File: config.mk
export PLATFORM = sky130hd
export DESIGN_NAME = load_store_requester_flat
export DESIGN_NICKNAME = d
export VERILOG_FILES = /design/src/rtl/load_store_requester_if.sv /design/src/rtl/load_store_requester.sv /design/src/flat_wrapper.sv
export SDC_FILE = /design/constraint.sdc
export NUM_CORES = 1
export LEC_CHECK = 0
export BUFFER_PORTS_ARGS = -buffer_cell sky130_fd_sc_hd__buf_2
export CORE_MARGIN = 3
export CORE_UTILIZATION = 40
export DETAILED_ROUTE_END_ITERATION = 12
export PLACE_DENSITY_LB_ADDON = 0.12
export SYNTH_ARGS = -nofsm -noshare
export SYNTH_HDL_FRONTEND = slang
export SYNTH_SLANG_ARGS = --single-unit
File: constraint.sdc
create_clock -name clk -period 5.92 [get_ports clk]
set_clock_uncertainty 0.1 [all_clocks]
set_input_delay 0 -clock clk [delete_from_list [all_inputs] [get_ports clk]]
set_output_delay 0 -clock clk [all_outputs]
set_load 0.01 [all_outputs]
File: src/rtl/load_store_requester_if.sv
// Memory-unit port of the load/store requester.
// Master drives op/addr/in; slave returns registered data and fault.
interface load_store_requester_if;
  logic [2:0]  mem_op;
  logic [31:0] mem_addr;
  logic [31:0] mem_in;
  logic [31:0] mem_out;
  logic        mem_fault;

  modport master (
    output mem_op, mem_addr, mem_in,
    input  mem_out, mem_fault
  );

  modport slave (
    input  mem_op, mem_addr, mem_in,
    output mem_out, mem_fault
  );
endinterface

File: src/rtl/load_store_requester.sv
// One-at-a-time load/store initiator: address calc, pre-check, issue, extend.
// Optional LSU_UNSIGNED_LOADS_EN enables LBU/LHU (funct3 100/101).
module load_store_requester (
  input  logic        clk,
  input  logic        reset,
  input  logic        start_i,
  input  logic        is_store_i,
  input  logic [2:0]  funct3_i,
  input  logic [31:0] base_i,
  input  logic [11:0] offset_i,
  input  logic [31:0] store_data_i,
  output logic        busy_o,
  output logic        done_o,
  output logic [31:0] result_o,
  output logic        fault_o,
  load_store_requester_if.master mem
);

  typedef enum logic [1:0] {
    IDLE,
    ISSUE,
    RESP,
    DONE
  } state_t;

  state_t      state_q;
  logic        is_store_q;
  logic [2:0]  funct3_q;
  logic        busy_q;
  logic        done_q;
  logic        fault_q;
  logic [31:0] result_q;
  logic [2:0]  mem_op_q;
  logic [31:0] mem_addr_q;
  logic [31:0] mem_in_q;

  logic [31:0] addr_d;
  logic [1:0]  width_d;
  logic        f3_ok_d;
  logic        misalign_d;
  logic        bad_d;
  logic [31:0] ext_d;

  assign addr_d = base_i + {{20{offset_i[11]}}, offset_i};

  // Decode width and reject bad funct3 or misaligned addresses up front
  always_comb begin
    f3_ok_d = 1'b0;
    width_d = 2'b00;
    unique case (1'b1)
      funct3_i == 3'b000: begin
        f3_ok_d = 1'b1;
        width_d = 2'b00;
      end
      funct3_i == 3'b001: begin
        f3_ok_d = 1'b1;
        width_d = 2'b01;
      end
      funct3_i == 3'b010: begin
        f3_ok_d = 1'b1;
        width_d = 2'b10;
      end
`ifdef LSU_UNSIGNED_LOADS_EN
      funct3_i == 3'b100: begin
        f3_ok_d = ~is_store_i;
        width_d = 2'b00;
      end
      funct3_i == 3'b101: begin
        f3_ok_d = ~is_store_i;
        width_d = 2'b01;
      end
`endif
      default: begin
        f3_ok_d = 1'b0;
        width_d = 2'b00;
      end
    endcase
    misalign_d = ((width_d == 2'b01) && addr_d[0]) ||
                 ((width_d == 2'b10) && (addr_d[1:0] != 2'b00));
    bad_d = ~f3_ok_d | misalign_d;
  end

  // Extend the returned load data according to the latched funct3
  always_comb begin
    ext_d = mem.mem_out;
    unique case (1'b1)
      funct3_q == 3'b000:
        ext_d = {{24{mem.mem_out[7]}}, mem.mem_out[7:0]};
      funct3_q == 3'b001:
        ext_d = {{16{mem.mem_out[15]}}, mem.mem_out[15:0]};
`ifdef LSU_UNSIGNED_LOADS_EN
      funct3_q == 3'b100:
        ext_d = {24'h0, mem.mem_out[7:0]};
      funct3_q == 3'b101:
        ext_d = {16'h0, mem.mem_out[15:0]};
`endif
      default:
        ext_d = mem.mem_out;
    endcase
  end

  // Request FSM; memory port is live only during ISSUE
  always_ff @(posedge clk) begin
    if (reset) begin
      state_q    <= IDLE;
      is_store_q <= 1'b0;
      funct3_q   <= 3'b000;
      busy_q     <= 1'b0;
      done_q     <= 1'b0;
      fault_q    <= 1'b0;
      result_q   <= 32'h0;
      mem_op_q   <= 3'b000;
      mem_addr_q <= 32'h0;
      mem_in_q   <= 32'h0;
    end else begin
      done_q     <= 1'b0;
      mem_op_q   <= 3'b000;
      mem_addr_q <= 32'h0;
      mem_in_q   <= 32'h0;
      case (state_q)
        IDLE: begin
          if (start_i) begin
            is_store_q <= is_store_i;
            funct3_q   <= funct3_i;
            busy_q     <= 1'b1;
            if (bad_d) begin
              state_q  <= DONE;
              done_q   <= 1'b1;
              fault_q  <= 1'b1;
              result_q <= 32'h0;
            end else begin
              state_q    <= ISSUE;
              mem_op_q   <= {is_store_i, width_d};
              mem_addr_q <= addr_d;
              mem_in_q   <= store_data_i;
            end
          end
        end
        ISSUE: state_q <= RESP;
        RESP: begin
          state_q  <= DONE;
          done_q   <= 1'b1;
          fault_q  <= mem.mem_fault;
          result_q <= (is_store_q || mem.mem_fault) ? 32'h0 : ext_d;
        end
        DONE: begin
          state_q <= IDLE;
          busy_q  <= 1'b0;
        end
        default: state_q <= IDLE;
      endcase
    end
  end

  assign busy_o       = busy_q;
  assign done_o       = done_q;
  assign result_o     = result_q;
  assign fault_o      = fault_q;
  assign mem.mem_op   = mem_op_q;
  assign mem.mem_addr = mem_addr_q;
  assign mem.mem_in   = mem_in_q;

endmodule
File: src/flat_wrapper.sv
// flat-port wrapper written by rule: the top's interface ports become plain ports
module load_store_requester_flat 
  (clk, reset, start_i, is_store_i, funct3_i, base_i, offset_i, store_data_i, busy_o, done_o, result_o, fault_o, mem_mem_op, mem_mem_addr, mem_mem_in, mem_mem_out, mem_mem_fault);
  load_store_requester_if mem_i ();
  input  logic clk;
  input  logic reset;
  input  logic start_i;
  input  logic is_store_i;
  input  logic [2:0] funct3_i;
  input  logic [31:0] base_i;
  input  logic [11:0] offset_i;
  input  logic [31:0] store_data_i;
  output logic busy_o;
  output logic done_o;
  output logic [31:0] result_o;
  output logic fault_o;
  output wire logic [$bits(mem_i.mem_op)-1:0] mem_mem_op;
  output wire logic [$bits(mem_i.mem_addr)-1:0] mem_mem_addr;
  output wire logic [$bits(mem_i.mem_in)-1:0] mem_mem_in;
  input wire logic [$bits(mem_i.mem_out)-1:0] mem_mem_out;
  input wire logic [$bits(mem_i.mem_fault)-1:0] mem_mem_fault;
  assign mem_mem_op = mem_i.mem_op;
  assign mem_mem_addr = mem_i.mem_addr;
  assign mem_mem_in = mem_i.mem_in;
  assign mem_i.mem_out = mem_mem_out;
  assign mem_i.mem_fault = mem_mem_fault;
  load_store_requester u_core (.clk(clk), .reset(reset), .start_i(start_i), .is_store_i(is_store_i), .funct3_i(funct3_i), .base_i(base_i), .offset_i(offset_i), .store_data_i(store_data_i), .busy_o(busy_o), .done_o(done_o), .result_o(result_o), .fault_o(fault_o), .mem(mem_i));
endmodule
==> results of run 1 <==
layout make-up:
type                    instances  area (um^2)
fillers                      1109         4830
multi-input cells             453         2830
flip-flops and latches        108         2160
repair buffers                302         1930
clock buffers                  10          239
well taps                     168          210
clock inverters                 6         60.1
inverters                      13         48.8
power by group:
group          total [W]  internal (W)  switching (W)
registers       0.000784      0.000765      0.0000191
logic           0.000526      0.000210       0.000315
clock network   0.000603      0.000310       0.000293
total            0.00191       0.00129       0.000627
metal layers:
layer	vias up	track usage [%]	wire (um)
li1	2703	-	-
met1	2418	27.4	6930
met2	190	34.5	6980
met3	13	6.13	1220
met4	0	5.87	180
met5	-	0	0
final timing paths:
kind,slack (ns),cells past startpoint,from,endpoint
worst max register to register,2.89,6,u_core.state_q[0],u_core.mem.mem_op[0]
worst min-delay path,0.02,4,offset_i[3],u_core.mem.mem_addr[3]
worst min register to register,0.35,2,u_core.result_o[18],u_core.result_o[18]
worst max-delay path,2.56,11,offset_i[0],u_core.mem.mem_op[0]
metrics by stage:
stage / total power [W] / util [%]
2_1_floorplan: 0.00113 / -
3_3_place_gp: 0.00127 / 51.5
3_5_place_dp: 0.00128 / 51.5
4_1_cts: 0.00193 / 60.7
5_1_grt: 0.00203 / 60.8
6_report: 0.00191 / 60.8
sequential cells by signal, indices dropped and copies added, names as in the netlist:
register             flops
u_core.busy_o            1
u_core.done_o            1
u_core.fault_o           1
u_core.funct3_q          3
u_core.is_store_q        1
u_core.mem.mem_addr     32
u_core.mem.mem_in       32
u_core.mem.mem_op        3
u_core.result_o         32
u_core.state_q           2
synth_stat cells (2+ instances only):
library cell / instances
a211oi_1: 4
a21o_1: 15
a21oi_1: 76
a21oi_2: 3
a221o_1: 2
a31oi_1: 4
a41oi_1: 4
and2_1: 36
buf_1: 3
buf_2: 5
clkbuf_1: 25
dfxtp_1: 108
ha_1: 34
inv_1: 13
mux2i_1: 8
nand2_1: 60
nand2b_1: 9
nand3_1: 23
nand4_1: 7
nor2_1: 57
nor2b_1: 3
nor3_1: 21
nor3b_1: 5
o2111ai_1: 2
o211ai_1: 19
o21a_1: 7
o21ai_0: 11
o21ai_1: 3
o21bai_1: 3
o31ai_1: 3
or3_1: 2
xnor2_1: 7
xor2_1: 9
logic make-up after synthesis:
logic type / count (synthesis)
XOR/XNOR: 16
AO/OA/AOI/OAI: 164
adder cells (fa/ha/maj): 35
multiplexers: 8
AND/OR/NAND/NOR: 230
buffers and inverters: 47
flip-flops: 108
timing repair:
item	CTS	global route
endpoints found under the hold margin	76	0
setup endpoints to repair	0	0
hold buffers	83	0
worst max-delay path, delay by kind of cell:
family	cells	cell delay, ns
and+or+nand+nor	3	1.05
adders and majority gates	2	0.64
AOI/OAI and AO/OA	2	0.49
buffers and inverters	4	1.31
==> results.yml, run 1 <==
die:
  die_w_um: 120
  rows: 40
  ios: 218
  die_h_um: 120
  die-area_um2: 14300
  start_util_pct: 41.9
  core_area_um2: 12300
detailed_routing:
  vias: 5324
  final_antenna_net_count: 0
  first_pass_iters: 4
  routed_wl_mm: 15.3
  dr.first_iter.drc_count: 305
  detail_route.vias_per_cell: 5.02
  wl_per_cell_um: 14.4
  drc: 0
logic_synthesis:
  synth-seq-cells: 108
  syn_area_um2: 5160
  synth-xor-area-share_pct: 2.72
  synth_mux_area_share_pct: 1.55
  syn_inst: 608
  ys.warnings.count: 0
  synthDominantCellAreaShare_pct: 41.9
  synth_seq_area_share_pct: 41.9
  synth_compound_area_share_pct: 20.0
  synthAdderAreaFrac_pct: 8.63
  synth-edff-count: 0
  synth_area_leader_cell: "dfxtp_1"
  synth_area_leaders: "dfxtp_1 (42%), ha_1 (8.2%), a21oi_1 (7.4%)"
  synth-async-reset-ratio_pct: 0
  synth_ff_type: "dfxtp_1"
  synth_fp_nets: 759
  synth_top_family_by_area: "simple AND/OR/NAND/NOR gates"
  avgSynthCellArea_um2: 8.48
  synth.distinct_cells: 50
  synthSimpleGateAreaFrac_pct: 21.5
sta:
  setup_slack_ns: 2.56
  hold-worst-slack_ns: 0.0193
  period_share_pct: 56.8
  hold_violations: 0
  min_period_ns: 3.36
  setup_viol: 0
  relSlewSlack_pct: 23.2
  worstMarginPinSlew_ns: 1.15
  finalSetupTns_ns: 0
  rsz0062_at_grt: "false"
  drv_slew: 0
  fmax_ghz: 0.298
worst_hold_path:
  min_path_type: "input pin to flip-flop"
setup_path:
  cp-end-kind: "flip-flop"
  max_stage_delay_ns: 0.85
  cp_max_fo: 27
  required_ns: 6.05
  critical_path_class: "input pin to flip-flop"
  path_cells: "dlygate4sd3_1 > buf_2 > ha_1 > inv_1 > fa_1 > nand2b_1 > a21oi_1 > o21bai_1 > or3_1 > nor3b_1 > dlygate4sd3_1"
  cp.arrival_ns: 3.50
  crit_top_cell: "dlygate4sd3_1"
  cp_slowest_cell: "or3_1"
  start_kind: "input pin"
place:
  placed_cell_area_um2: 6340
  dp_cells: 960
  hpwl_mm: 11.0
  portBuffers: 217
  place.gp.congestion: 0.841
  pre_cts_slack_ns: 3.11
clocking:
  post_cts_buffers: 0
  ctsHtreeMaxLevel: 3
  cts_buffers: 9
  cts_tree: "yes"
  clkSlewWorstSetupHoldPaths_ns: 0.07
  clk_latency_ns: 0.34
  cts_resized: 0
  cts.sinks: 108
  clockRootBuffer: "clkbuf_16"
  clk_path_buf_depth: 2
global_route:
  grt.overflow.total: 0
  grt_antenna_before_repair: 0
  grt_pass1_vias: 5128
  grt_pass1_wl_mm: 25.1
  grt_max_degree: 48
  track_usage_pct: 21.2
finish:
  fin_cells: 1060
  fin_area_um2: 7480
  layout_common_cells: "buf_2 (217), dfxtp_1 (108), dlygate4sd3_1 (83)"
  layout_commonest_cell: "buf_2"
  diodes: 0
  area_growth_pct: 45.0
  nets: 1038
  drive_gt1_share_pct: 27.5
job:
  maxCapViolations: 0
power_and_ir_drop:
  vdd_drop_max_v: 0.000136
  total_leakage_power_nw: 3.49
  power_density_nw_per_um2: 256
outcome:
  status: "finished clean"
Power figures use the tool's default switching activity.
==> run 2: changes to the inputs <==
==> constraint.sdc (replaced) <==
create_clock -name clk -period 3.07 [get_ports clk]
set_clock_uncertainty 0.1 [all_clocks]
set_input_delay 0 -clock clk [delete_from_list [all_inputs] [get_ports clk]]
set_output_delay 0 -clock clk [all_outputs]
set_load 0.01 [all_outputs]
==> results.yml, run 2 (same netlist as run 1, synthesis figures left out) <==
outcome:
  status: "finished clean"
sta:
  relSlewSlack_pct: 25.3
  fmax_ghz: 0.355
  setup_viol: 0
  rsz0062_at_grt: "false"
  drv_slew: 0
  worstMarginPinSlew_ns: 1.12
  period_share_pct: 91.7
  finalSetupTns_ns: 0
  hold-worst-slack_ns: 0.0262
  hold_violations: 0
  setup_slack_ns: 0.254
  min_period_ns: 2.82
detailed_routing:
  highest_layer: "met4"
  met3_length_mm: 1.22
  drc: 0
  wl_per_cell_um: 14.7
  wl_met2_mm: 7.23
  detail_route.vias_per_cell: 5.02
  vias: 5346
  first_pass_iters: 4
  final_antenna_net_count: 0
  routed_wl_mm: 15.7
  wl_met1_mm: 7.03
  dr.first_iter.drc_count: 365
place:
  place.gp.congestion: 0.860
  pre_cts_slack_ns: 0.459
  placed_cell_area_um2: 6400
  dp_cells: 967
  portBuffers: 217
  hpwl_mm: 11.0
clocking:
  clk_path_buf_depth: 2
  cts_buffers: 9
  ctsHtreeMaxLevel: 3
  post_cts_buffers: 0
  cts_tree: "yes"
  clk_latency_ns: 0.35
  cts.sinks: 108
  clockRootBuffer: "clkbuf_16"
  clkSlewWorstSetupHoldPaths_ns: 0.07
global_route:
  grt_antenna_before_repair: 0
  grt.overflow.total: 0
  grt_pass1_wl_mm: 25.5
  grt_max_degree: 44
  track_usage_pct: 21.5
  grt_pass1_vias: 5245
die:
  start_util_pct: 41.9
  die_w_um: 120
  rows: 40
  core_area_um2: 12300
  die_h_um: 120
  ios: 218
  die-area_um2: 14300
finish:
  diodes: 0
  layout_common_cells: "buf_2 (217), dfxtp_1 (108), dlygate4sd3_1 (82)"
  drive_gt1_share_pct: 28.0
  fin_cells: 1066
  nets: 1044
  layout_commonest_cell: "buf_2"
  area_growth_pct: 45.5
  fill_cells: 1083
  fin_area_um2: 7510
power_and_ir_drop:
  power_density_nw_per_um2: 489
  vdd_drop_max_v: 0.000272
  total_leakage_power_nw: 3.51
setup_path:
  cp.arrival_ns: 2.99
  critical_path_class: "flip-flop to flip-flop"
  start_kind: "flip-flop"
  required_ns: 3.24
  cp-end-kind: "flip-flop"
  cp_max_fo: 25
worst_hold_path:
  min_path_type: "input pin to flip-flop"
job:
  maxCapViolations: 0
## run 2: worst paths after layout
| check | from | to | slack [ns] | cells after the start |
|---|---|---|---|---|
| setup reg to reg | u_core.state_q[0] | u_core.result_o[6] | 0.25 | 6 |
| hold reg to reg | u_core.result_o[0] | u_core.result_o[0] | 0.35 | 2 |
| setup / recovery | u_core.state_q[0] | u_core.result_o[6] | 0.25 | 6 |
| hold / removal | offset_i[1] | u_core.mem.mem_addr[1] | 0.03 | 4 |
## run 2: layout make-up
cell class,instances,area (um^2),share of cell area [%]
Clock buffer,10,229,3.05
Clock inverter,6,53.8,0.717
Inverter,13,48.8,0.650
Multi-Input combinational cell,453,2830,37.7
Sequential cell,108,2160,28.8
Tap cell,168,210,2.80
Timing Repair Buffer,308,1970,26.3
## run 2: per-layer routing
metal | up-vias | global-route usage [%]
met5 | - | 0
met4 | 0 | 6.30
li1 | 2706 | -
met1 | 2423 | 27.6
met3 | 14 | 5.89
met2 | 203 | 35.6
## run 2: what timing repair did
item | in CTS | in global routing
resized for setup | 0 | 0
endpoints found under the hold margin | 76 | 0
hold buffers | 82 | 0
setup endpoints to repair | 0 | 0
## run 2: critical path: stages (launching register included)
cell	delay, ns
dfxtp_1	0.36
inv_1	0.08
ha_1	0.39
o21ai_2	0.86
nand3_1	0.18
dlygate4sd3_1	0.62
a21oi_1	0.14
## run 2: report_power, final
part / switching, W / total (W) / internal (W)
registers: 0.0000360 / 0.00151 / 0.00148
clock network: 0.000551 / 0.00112 / 0.000569
logic: 0.000618 / 0.00104 / 0.000420
## run 2: metrics by stage
| step | power (W) | util, % |
|---|---|---|
| floorplan | 0.00218 | - |
| global placement | 0.00247 | 52.0 |
| detailed placement | 0.00249 | 52.0 |
| CTS | 0.00370 | 60.9 |
| global route | 0.00388 | 61.0 |
| finish | 0.00367 | 61.0 |
